<file path="config.mk">
export PLATFORM = sky130hd
export DESIGN_NAME = axis_insert_pkt_arbiter_flat
export DESIGN_NICKNAME = d
export VERILOG_FILES = /design/src/rtl/axis_insert_pkt_arbiter_if.sv /design/src/rtl/axis_insert_pkt_arbiter.sv /design/src/flat_wrapper.sv
export SDC_FILE = /design/constraint.sdc
export NUM_CORES = 1
export LEC_CHECK = 0
export ABC_AREA = 0
export CORE_AREA = 2 2 160 162
export DETAILED_ROUTE_END_ITERATION = 8
export DIE_AREA = 0 0 162 164
export GPL_ROUTABILITY_DRIVEN = 0
export GPL_TIMING_DRIVEN = 0
export PLACE_DENSITY = 0.56
export SLEW_MARGIN = 20
export SYNTH_ARGS = -nofsm -noshare
export SYNTH_HDL_FRONTEND = slang
export SYNTH_SLANG_ARGS = --single-unit
export TNS_END_PERCENT = 30
</file>
<file path="constraint.sdc">
create_clock -name clk -period 2.8 [get_ports clk]
set_input_delay 0.56 -clock clk [delete_from_list [all_inputs] [get_ports clk]]
set_output_delay 0.56 -clock clk [all_outputs]
set_load 0.01 [all_outputs]
</file>
<file path="src/rtl/axis_insert_pkt_arbiter_if.sv">
// Bus bundle for axis_insert_pkt_arbiter: the per-source header/payload
// channels (packed, source i at slice i) and the single header/payload
// channel that feeds the downstream insert block.
//   master : arbiter view (drives m_* and s_ready_*)
//   slave  : environment view (sources and insert block)
interface axis_insert_pkt_arbiter_if #(
  parameter int DATA_WD = 32,
  parameter int NUM_SRC = 4
);
  localparam int DATA_BYTE_WD = DATA_WD / 8;
  localparam int BYTE_CNT_WD  = $clog2(DATA_BYTE_WD);

  // source-side header channels
  logic [NUM_SRC-1:0]              s_valid_insert;
  logic [NUM_SRC*DATA_WD-1:0]      s_data_insert;
  logic [NUM_SRC*DATA_BYTE_WD-1:0] s_keep_insert;
  logic [NUM_SRC*BYTE_CNT_WD-1:0]  s_byte_insert_cnt;
  logic [NUM_SRC-1:0]              s_ready_insert;
  // source-side payload channels
  logic [NUM_SRC-1:0]              s_valid_in;
  logic [NUM_SRC*DATA_WD-1:0]      s_data_in;
  logic [NUM_SRC*DATA_BYTE_WD-1:0] s_keep_in;
  logic [NUM_SRC-1:0]              s_last_in;
  logic [NUM_SRC-1:0]              s_ready_in;
  // insert-block header channel
  logic                            m_valid_insert;
  logic [DATA_WD-1:0]              m_data_insert;
  logic [DATA_BYTE_WD-1:0]         m_keep_insert;
  logic [BYTE_CNT_WD-1:0]          m_byte_insert_cnt;
  logic                            m_ready_insert;
  // insert-block payload channel
  logic                            m_valid_in;
  logic [DATA_WD-1:0]              m_data_in;
  logic [DATA_BYTE_WD-1:0]         m_keep_in;
  logic                            m_last_in;
  logic                            m_ready_in;

  modport master (
    input  s_valid_insert, s_data_insert, s_keep_insert, s_byte_insert_cnt,
    output s_ready_insert,
    input  s_valid_in, s_data_in, s_keep_in, s_last_in,
    output s_ready_in,
    output m_valid_insert, m_data_insert, m_keep_insert, m_byte_insert_cnt,
    input  m_ready_insert,
    output m_valid_in, m_data_in, m_keep_in, m_last_in,
    input  m_ready_in
  );

  modport slave (
    output s_valid_insert, s_data_insert, s_keep_insert, s_byte_insert_cnt,
    input  s_ready_insert,
    output s_valid_in, s_data_in, s_keep_in, s_last_in,
    input  s_ready_in,
    input  m_valid_insert, m_data_insert, m_keep_insert, m_byte_insert_cnt,
    output m_ready_insert,
    input  m_valid_in, m_data_in, m_keep_in, m_last_in,
    output m_ready_in
  );
endinterface

</file>
<file path="src/rtl/axis_insert_pkt_arbiter.sv">
// axis_insert_pkt_arbiter
// Packet-level arbiter in front of an axi_stream_insert_header block.
// One source is granted per packet: its header goes out first, then its
// payload, and the grant is held until the last payload beat is accepted.
// The datapath is a pure mux on the registered grant, so no data latency
// is added. Default selection is round-robin starting after the last
// granted source; defining AXIS_ARB_FIXED_PRIO_EN switches to fixed
// priority (lowest requesting index wins).
module axis_insert_pkt_arbiter #(
  parameter int DATA_WD      = 32,
  parameter int DATA_BYTE_WD = DATA_WD / 8,
  parameter int BYTE_CNT_WD  = $clog2(DATA_BYTE_WD),
  parameter int NUM_SRC      = 4,
  parameter int SRC_WD       = $clog2(NUM_SRC)
) (
  input  logic                             clk,
  input  logic                             rst_n,
  axis_insert_pkt_arbiter_if.master        bus,
  output logic [SRC_WD-1:0]                grant_id,
  output logic                             busy,
  output logic [15:0]                      pkt_cnt
);

  typedef enum logic [1:0] {
    ST_IDLE = 2'd0,
    ST_HDR  = 2'd1,
    ST_BODY = 2'd2
  } state_t;

  state_t              state_r;
  state_t              state_s;
  logic [SRC_WD-1:0]   grant_id_r;
  logic [SRC_WD-1:0]   last_grant_r;
  logic [15:0]         pkt_cnt_r;
  logic [SRC_WD:0]     pick_s;       // {found, index}
  logic                hdr_fire_s;
  logic                last_fire_s;

  // Selection: returns {found, index} of the winning requester.
  function automatic logic [SRC_WD:0] select_src(input logic [NUM_SRC-1:0] req,
                                                 input logic [SRC_WD-1:0]  last);
    logic [SRC_WD:0] res;
    int              cand;
    res = {(SRC_WD+1){1'b0}};
`ifdef AXIS_ARB_FIXED_PRIO_EN
    // walk downward so the lowest requesting index is written last
    cand = 0;
    for (int k = NUM_SRC - 1; k >= 0; k--) begin
      if (req[k]) begin
        res = {1'b1, SRC_WD'(k)};
      end
    end
    if (last == {SRC_WD{1'b0}}) begin
      cand = 0;
    end
`else
    // walk from the farthest candidate to the nearest one after 'last'
    for (int k = NUM_SRC; k >= 1; k--) begin
      cand = (int'(last) + k) % NUM_SRC;
      if (req[cand]) begin
        res = {1'b1, SRC_WD'(cand)};
      end
    end
`endif
    return res;
  endfunction

  assign pick_s      = select_src(bus.s_valid_insert, last_grant_r);
  assign hdr_fire_s  = (state_r == ST_HDR) && bus.s_valid_insert[grant_id_r] && bus.m_ready_insert;
  assign last_fire_s = (state_r == ST_BODY) && bus.s_valid_in[grant_id_r] &&
                       bus.m_ready_in && bus.s_last_in[grant_id_r];

  assign grant_id = grant_id_r;
  assign busy     = (state_r != ST_IDLE);
  assign pkt_cnt  = pkt_cnt_r;

  // State, grant and packet-counter registers.
  always_ff @(posedge clk or negedge rst_n) begin
    if (!rst_n) begin
      state_r      <= ST_IDLE;
      grant_id_r   <= {SRC_WD{1'b0}};
      last_grant_r <= SRC_WD'(NUM_SRC - 1);
      pkt_cnt_r    <= 16'd0;
    end else begin
      state_r <= state_s;
      if ((state_r == ST_IDLE) && pick_s[SRC_WD]) begin
        grant_id_r <= pick_s[SRC_WD-1:0];
      end
      if (last_fire_s) begin
        last_grant_r <= grant_id_r;
        pkt_cnt_r    <= pkt_cnt_r + 16'd1;
      end
    end
  end

  // Next-state: IDLE -> HDR on any request, HDR -> BODY on header
  // handshake, BODY -> IDLE on last payload handshake.
  always_comb begin
    state_s = state_r;
    case (state_r)
      ST_IDLE: begin
        if (pick_s[SRC_WD]) begin
          state_s = ST_HDR;
        end else begin
          state_s = ST_IDLE;
        end
      end
      ST_HDR: begin
        if (hdr_fire_s) begin
          state_s = ST_BODY;
        end else begin
          state_s = ST_HDR;
        end
      end
      ST_BODY: begin
        if (last_fire_s) begin
          state_s = ST_IDLE;
        end else begin
          state_s = ST_BODY;
        end
      end
      default: state_s = ST_IDLE;
    endcase
  end

  // Output muxes: only the granted source is connected, and only to the
  // channel that the current phase allows.
  always_comb begin
    bus.m_valid_insert    = 1'b0;
    bus.m_data_insert     = {DATA_WD{1'b0}};
    bus.m_keep_insert     = {DATA_BYTE_WD{1'b0}};
    bus.m_byte_insert_cnt = {BYTE_CNT_WD{1'b0}};
    bus.s_ready_insert    = {NUM_SRC{1'b0}};
    bus.m_valid_in        = 1'b0;
    bus.m_data_in         = {DATA_WD{1'b0}};
    bus.m_keep_in         = {DATA_BYTE_WD{1'b0}};
    bus.m_last_in         = 1'b0;
    bus.s_ready_in        = {NUM_SRC{1'b0}};
    case (state_r)
      ST_HDR: begin
        bus.m_valid_insert    = bus.s_valid_insert[grant_id_r];
        bus.m_data_insert     = bus.s_data_insert[grant_id_r*DATA_WD +: DATA_WD];
        bus.m_keep_insert     = bus.s_keep_insert[grant_id_r*DATA_BYTE_WD +: DATA_BYTE_WD];
        bus.m_byte_insert_cnt = bus.s_byte_insert_cnt[grant_id_r*BYTE_CNT_WD +: BYTE_CNT_WD];
        bus.s_ready_insert[grant_id_r] = bus.m_ready_insert;
      end
      ST_BODY: begin
        bus.m_valid_in = bus.s_valid_in[grant_id_r];
        bus.m_data_in  = bus.s_data_in[grant_id_r*DATA_WD +: DATA_WD];
        bus.m_keep_in  = bus.s_keep_in[grant_id_r*DATA_BYTE_WD +: DATA_BYTE_WD];
        bus.m_last_in  = bus.s_last_in[grant_id_r];
        bus.s_ready_in[grant_id_r] = bus.m_ready_in;
      end
      default: begin
        bus.m_valid_insert = 1'b0;
        bus.m_valid_in     = 1'b0;
      end
    endcase
  end

endmodule

</file>
<file path="src/flat_wrapper.sv">
// flat-port wrapper written by rule: the top's interface ports become plain ports
module axis_insert_pkt_arbiter_flat 
#(
  parameter int DATA_WD      = 32,
  parameter int DATA_BYTE_WD = DATA_WD / 8,
  parameter int BYTE_CNT_WD  = $clog2(DATA_BYTE_WD),
  parameter int NUM_SRC      = 4,
  parameter int SRC_WD       = $clog2(NUM_SRC)
)
  (clk, rst_n, grant_id, busy, pkt_cnt, bus_s_valid_insert, bus_s_data_insert, bus_s_keep_insert, bus_s_byte_insert_cnt, bus_s_ready_insert, bus_s_valid_in, bus_s_data_in, bus_s_keep_in, bus_s_last_in, bus_s_ready_in, bus_m_valid_insert, bus_m_data_insert, bus_m_keep_insert, bus_m_byte_insert_cnt, bus_m_ready_insert, bus_m_valid_in, bus_m_data_in, bus_m_keep_in, bus_m_last_in, bus_m_ready_in);
  axis_insert_pkt_arbiter_if #(.DATA_WD(DATA_WD), .NUM_SRC(NUM_SRC)) bus_i ();
  input  logic clk;
  input  logic rst_n;
  output logic [SRC_WD-1:0] grant_id;
  output logic busy;
  output logic [15:0] pkt_cnt;
  input wire logic [$bits(bus_i.s_valid_insert)-1:0] bus_s_valid_insert;
  input wire logic [$bits(bus_i.s_data_insert)-1:0] bus_s_data_insert;
  input wire logic [$bits(bus_i.s_keep_insert)-1:0] bus_s_keep_insert;
  input wire logic [$bits(bus_i.s_byte_insert_cnt)-1:0] bus_s_byte_insert_cnt;
  output wire logic [$bits(bus_i.s_ready_insert)-1:0] bus_s_ready_insert;
  input wire logic [$bits(bus_i.s_valid_in)-1:0] bus_s_valid_in;
  input wire logic [$bits(bus_i.s_data_in)-1:0] bus_s_data_in;
  input wire logic [$bits(bus_i.s_keep_in)-1:0] bus_s_keep_in;
  input wire logic [$bits(bus_i.s_last_in)-1:0] bus_s_last_in;
  output wire logic [$bits(bus_i.s_ready_in)-1:0] bus_s_ready_in;
  output wire logic [$bits(bus_i.m_valid_insert)-1:0] bus_m_valid_insert;
  output wire logic [$bits(bus_i.m_data_insert)-1:0] bus_m_data_insert;
  output wire logic [$bits(bus_i.m_keep_insert)-1:0] bus_m_keep_insert;
  output wire logic [$bits(bus_i.m_byte_insert_cnt)-1:0] bus_m_byte_insert_cnt;
  input wire logic [$bits(bus_i.m_ready_insert)-1:0] bus_m_ready_insert;
  output wire logic [$bits(bus_i.m_valid_in)-1:0] bus_m_valid_in;
  output wire logic [$bits(bus_i.m_data_in)-1:0] bus_m_data_in;
  output wire logic [$bits(bus_i.m_keep_in)-1:0] bus_m_keep_in;
  output wire logic [$bits(bus_i.m_last_in)-1:0] bus_m_last_in;
  input wire logic [$bits(bus_i.m_ready_in)-1:0] bus_m_ready_in;
  assign bus_i.s_valid_insert = bus_s_valid_insert;
  assign bus_i.s_data_insert = bus_s_data_insert;
  assign bus_i.s_keep_insert = bus_s_keep_insert;
  assign bus_i.s_byte_insert_cnt = bus_s_byte_insert_cnt;
  assign bus_s_ready_insert = bus_i.s_ready_insert;
  assign bus_i.s_valid_in = bus_s_valid_in;
  assign bus_i.s_data_in = bus_s_data_in;
  assign bus_i.s_keep_in = bus_s_keep_in;
  assign bus_i.s_last_in = bus_s_last_in;
  assign bus_s_ready_in = bus_i.s_ready_in;
  assign bus_m_valid_insert = bus_i.m_valid_insert;
  assign bus_m_data_insert = bus_i.m_data_insert;
  assign bus_m_keep_insert = bus_i.m_keep_insert;
  assign bus_m_byte_insert_cnt = bus_i.m_byte_insert_cnt;
  assign bus_i.m_ready_insert = bus_m_ready_insert;
  assign bus_m_valid_in = bus_i.m_valid_in;
  assign bus_m_data_in = bus_i.m_data_in;
  assign bus_m_keep_in = bus_i.m_keep_in;
  assign bus_m_last_in = bus_i.m_last_in;
  assign bus_i.m_ready_in = bus_m_ready_in;
  axis_insert_pkt_arbiter #(.DATA_WD(DATA_WD), .DATA_BYTE_WD(DATA_BYTE_WD), .BYTE_CNT_WD(BYTE_CNT_WD), .NUM_SRC(NUM_SRC), .SRC_WD(SRC_WD)) u_core (.clk(clk), .rst_n(rst_n), .bus(bus_i), .grant_id(grant_id), .busy(busy), .pkt_cnt(pkt_cnt));
endmodule
</file>
=== Word-level counts from Yosys, hierarchy flattened ===
Index checks and enable logic that the tools add are counted.

* Input port bits: 312
* Register bits: 22
* Output and inout port bits: 104
* Logic and storage cells: 79

* Eq/ne operators: 2
* Add/sub/neg operators: 5
* Mux-type cells: 38
* Reductions and logical operators: 13
* Bitwise logic cells: 6
* Order comparisons: 6
* Shift operators: 5

{| class="wikitable"
|+ Operators by type and width
! operator !! number
|-
| $shiftx A128 B8 Y32 || 2
|-
| $mux W32 || 2
|-
| $shiftx A16 B5 Y4 || 2
|-
| $add A16 B1 Y16 const B || 1
|-
| $lt A3 B4 Y1 const B || 4
|-
| $mux W1 || 16
|-
| $mux W4 || 4
|-
| $bmux W1 S2 || 7
|-
| $mux W3 || 4
|-
| $and A4 B4 Y4 || 2
|-
| $reduce_or A2 Y1 || 4
|-
| $shiftx A8 B4 Y2 || 1
|-
| $logic_and A1 B1 Y1 || 7
|-
| $mux W2 || 3
|-
| $pmux W2 S3 || 1
|-
| $add A2 B1 Y2 const B || 2
|-
| $add A2 B2 Y2 const B || 2
|-
| $and A1 B1 Y1 const A || 4
|-
| $lt A2 B3 Y1 const B || 1
|-
| $demux W1 S2 || 1
|-
| $eq A2 B1 Y1 const B || 1
|-
| $eq A2 B2 Y1 const B || 1
|-
| $ge A2 B1 Y1 const B || 1
|-
| $logic_not A2 Y1 || 1
|-
| $reduce_bool A2 Y1 || 1
|}

=== Depth between registers and ports, before layout ===
* Word-level depth: 12
* Depth in mapped cells: 5
* Depth with buffers taken out: 4

=== Worst setup path after synthesis ===
Ideal clock, no wire load.

* Path type: register to output
* Start point: reg u_core.grant_id_r[0], in the netlist u_core.grant_id[0]
* End point: out bus_m_byte_insert_cnt[0]
* Buffers on the path: 2
* Data arrival time: 1682 ps
* Stages on the path, launching flop included: 5
* Path slack: 558 ps
* Cell sequence: dfrtp_1 buf_2 buf_2 mux4_2 and2_1

* Word-level cells in the longest chain between the ends: 2

{| class="wikitable"
|+ Ends and longest elaborated chain
! what !! line !! source
|-
| start: declaration || axis_insert_pkt_arbiter.sv:32 || <nowiki>logic [SRC_WD-1:0] grant_id_r;</nowiki>
|-
| start signal: assignment || axis_insert_pkt_arbiter.sv:81 || <nowiki>grant_id_r <= {SRC_WD{1'b0}};</nowiki>
|-
| start signal: assignment || axis_insert_pkt_arbiter.sv:87 || <nowiki>grant_id_r <= pick_s[SRC_WD-1:0];</nowiki>
|-
| $shiftx A8 B4 Y2 || axis_insert_pkt_arbiter.sv:144 || <nowiki>bus.m_byte_insert_cnt = bus.s_byte_insert_cnt[grant_id_r*BYTE_CNT_WD +: BYTE_CNT_WD];</nowiki>
|-
| $mux W2 || axis_insert_pkt_arbiter.sv:139 || <nowiki>case (state_r)</nowiki>
|-
| end: declaration || flat_wrapper.sv:30 || <nowiki>output wire logic [$bits(bus_i.m_byte_insert_cnt)-1:0] bus_m_byte_insert_cnt;</nowiki>
|}

Every way passes these cells.

=== Final worst setup path ===
* Start point: reg u_core.grant_id_r[0], in the netlist u_core.grant_id[0]
* End point: out bus_m_data_insert[2]

* Word-level cells in the longest chain between the ends: 2

{| class="wikitable"
|+ Ends and longest elaborated chain
! what !! line !! source
|-
| $shiftx A128 B8 Y32 || axis_insert_pkt_arbiter.sv:142 || <nowiki>bus.m_data_insert = bus.s_data_insert[grant_id_r*DATA_WD +: DATA_WD];</nowiki>
|-
| $mux W32 || axis_insert_pkt_arbiter.sv:139 ||
|-
| end: declaration || flat_wrapper.sv:28 || <nowiki>output wire logic [$bits(bus_i.m_data_insert)-1:0] bus_m_data_insert;</nowiki>
|}

Every way passes these cells.

==> impl_metrics.ini <==
[logic_synthesis]
synth.distinct_cells = 32
synth_seq_cells = 22
syn_area_um2 = 3450
synthCells = 294
synth_seq_area_share_pct = 16.0
synth_nets = 607
yosysWarnings = 0
syn_avg_cell_area_um2 = 11.7

[grt]
grt_max_degree = 23
met1_usage_pct = 16.5
met2_usage_pct = 28.8
grt_use_total_pct = 14.7
grt_pass1_wl_um = 29500
grt-busiest-layer = met2
antenna_found_initial = 1
grt_overflow_total = 0
use_met3_pct = 3.94
grt_pass1_vias = 4827

[clock_tree]
clk_path_buf_depth = 2
cts_tree = built
cts.sinks = 22
worst_skew_pair.late_latency_ns = 0.25
clk_pin_slew_worst_paths_ns = 0.06
numCtsBuffers = 3
root_buffer = clkbuf_16
htree_levels = 1

[critical_path]
timing.rr.end = u_core.pkt_cnt[5]
crit_required_ns = 2.24
crit_family = buffers and inverters
cp_slowest_cell = mux4_2
critPathKind = reg2out
cp_max_fo = 10
critPathBufInv = 3
crit_chain = buf_12 > buf_8 > mux4_2 > and2_1 > clkdlybuf4s50_1
rr_worst_depth = 6
arrival_ns = 2.20
r2r_slack_ns = 0.95
endpoint_kind = output pin
max_stage_delay_ns = 0.53
setup.worst_path.start_class = flop
worstReg2RegStart = u_core.grant_id[0]

[timing]
drv_slew = 0
finalSetupViolations = 0
rsz0062_at_grt = true
hold_viol_final = 0
clock_skew_ns = 0.00277
whs_ns = 0.273
setup_slack_ns = 0.0417
period_share_pct = 98.5
clock.fmax_mhz = 363
min_period_ns = 2.76
slew_headroom_pct = 48.5
tightest_slew_ns = 0.762

[detailed_routing]
drtIter0Drc = 186
wl_um = 20500
vias = 4355
wl_per_cell_um = 19.5
first_pass_iters = 4
vias_per_cell = 4.14
ant_nets = 0
drc = 0

[job]
max_cap_viol_count = 0

[pwr]
combPwrFrac_pct = 85.6
p_switching_mw = 1.94
p_sw_share_pct = 37.1
sequentialPowerShare_pct = 8.6
p_int_mw = 3.30
ir_drop_v = 0.000305
power_mw = 5.24
p_leak_nw = 3.26
power_density_nw_per_um2 = 626
power_frac_clock_pct = 5.8

[floorplanning]
core_area_um2 = 24800
ios = 416
rows = 58
dieArea_um2 = 26600
die_w_um = 162
die_height_um = 164
initial_utilization_pct = 13.9

[cells_and_area]
postLayoutCoreUtil_pct = 33.7
drive_above_1_share_pct = 17.5
area_growth_pct = 142
final_nets = 1034

[run_status]
status = completed

[placement]
port_buffers = 415
dp_slack_ns = -0.638
dp_hpwl_um = 17700

[worst_hold_path]
worstHoldPathType = in2async
[sequential cells by signal (all words and copies together) (netlist names)]
register / cells
u_core.pkt_cnt: 16
u_core.grant_id: 2
u_core.state_r: 2
u_core.last_grant_r: 2
[what timing repair did]
| action | CTS | global route |
|---|---|---|
| hold endpoints to repair | 0 | 0 |
| buffers inserted | 2 | 5 |
| setup endpoints to repair | 85 | 63 |
| hold buffers | 0 | 0 |
| gates resized for setup | 54 | 31 |
[power groups by stage]
stage | clock network (mW) | logic (mW) | registers, mW
2_1_floorplan | 0 | 2.25 | 0.443
3_3_place_gp | 0 | 4.25 | 0.450
3_5_place_dp | 0 | 4.24 | 0.452
4_1_cts | 0.316 | 4.48 | 0.450
5_1_grt | 0.329 | 4.83 | 0.461
6_report | 0.306 | 4.48 | 0.451
[logic make-up after synthesis]
| group | Yosys count | share of synthesized area (%) |
|---|---|---|
| AO/OA/AOI/OAI | 9 | 2.03 |
| flip-flops | 22 | 16.0 |
| multiplexers | 78 | 50.5 |
| buffers and inverters | 30 | 3.77 |
| AND/OR/NAND/NOR | 139 | 23.5 |
| adder cells (fa/ha/maj) | 1 | 0.362 |
| XOR/XNOR | 15 | 3.80 |
[how the worst max path moves through the flow]
| stage | start | end | slack (ns) | cells after the start |
|---|---|---|---|---|
| after floorplan | u_core.grant_id[0] | bus_m_byte_insert_cnt[0] | 0.56 | 4 |
| after global placement | u_core.state_r[0] | bus_s_ready_in[0] | -0.57 | 5 |
| after detailed placement | u_core.state_r[0] | bus_s_ready_in[0] | -0.64 | 5 |
| after CTS | u_core.grant_id[0] | bus_m_keep_in[0] | -0.007 | 5 |
| after global routing | u_core.grant_id[0] | bus_m_keep_in[3] | -0.03 | 5 |
| final | u_core.grant_id[0] | bus_m_data_insert[2] | 0.04 | 5 |
[final cells by class]
cell class                 instances  area [um2]
antenna                            1        2.50
buffer                            28         300
clock buffer                       4        78.8
fill                            2526       16400
inverter                           2        7.51
multi-input combinational        242        2780
sequential                        22         556
tap                              330         413
timing repair buffer             422        4230
[per-layer routing]
| metal | up-vias | routed length, um |
|---|---|---|
| met5 | - | 0 |
| li1 | 1998 | - |
| met1 | 2087 | 7590 |
| met3 | 6 | 2060 |
| met2 | 264 | 10700 |
| met4 | 0 | 80 |
[cell usage after synthesis, drive strengths merged]
cell type / n / area [um2]
o41ai: 1 / 8.76
nor3: 7 / 60.1
nand2b: 4 / 25.0
nand4: 6 / 37.5
mux4: 77 / 1730
nand2: 23 / 86.3
mux2i: 1 / 10.0
nor3b: 1 / 7.51
and2: 77 / 482
xor2: 6 / 52.6
nand3: 4 / 20.0
and4: 3 / 26.3
buf: 16 / 77.6
nor2: 8 / 30.0
a32o: 1 / 10.0
and3: 3 / 18.8
o21ai: 1 / 5.00
a22o: 1 / 8.76
xnor2: 9 / 78.8
inv: 2 / 7.51
a21o: 1 / 7.51
nor2b: 3 / 18.8
o221a: 1 / 11.3
ha: 1 / 12.5
dfstp: 2 / 52.6
a2111oi: 1 / 8.76
a21oi: 2 / 10.0
clkbuf: 12 / 45.0
dfrtp: 20 / 500
[per-stage QoR]
stage	setup TNS [ns]	instances	area [um2]
4_1_cts	-0.0223	1045	8250
3_3_place_gp	-20.30	1039	8020
2_1_floorplan	0	294	3450
6_report	0	1051	8370
5_1_grt	-0.172	1050	8370
3_5_place_dp	-21.03	1039	8020
[cells in the final DEF (no fill, tap or decap), types with 3 or more instances in the layout]
master | synthesis | final
clkbuf_2 | 0 | 5
clkbuf_4 | 0 | 3
nand3_1 | 4 | 4
dfrtp_1 | 20 | 18
mux4_2 | 77 | 77
clkbuf_16 | 0 | 3
nor3_2 | 5 | 5
buf_12 | 0 | 7
nand2b_1 | 4 | 4
nand2_1 | 23 | 23
xor2_1 | 6 | 6
buf_2 | 11 | 3
and4_1 | 3 | 3
nand4_1 | 6 | 6
dlygate4sd2_1 | 0 | 4
xnor2_1 | 9 | 9
and3_1 | 3 | 3
and2_1 | 77 | 77
dlymetal6s2s_1 | 0 | 15
nor2_1 | 8 | 8
buf_4 | 1 | 11
clkbuf_1 | 12 | 3
clkdlybuf4s50_1 | 0 | 395
No activity file was read; power rests on OpenSTA's default activity.
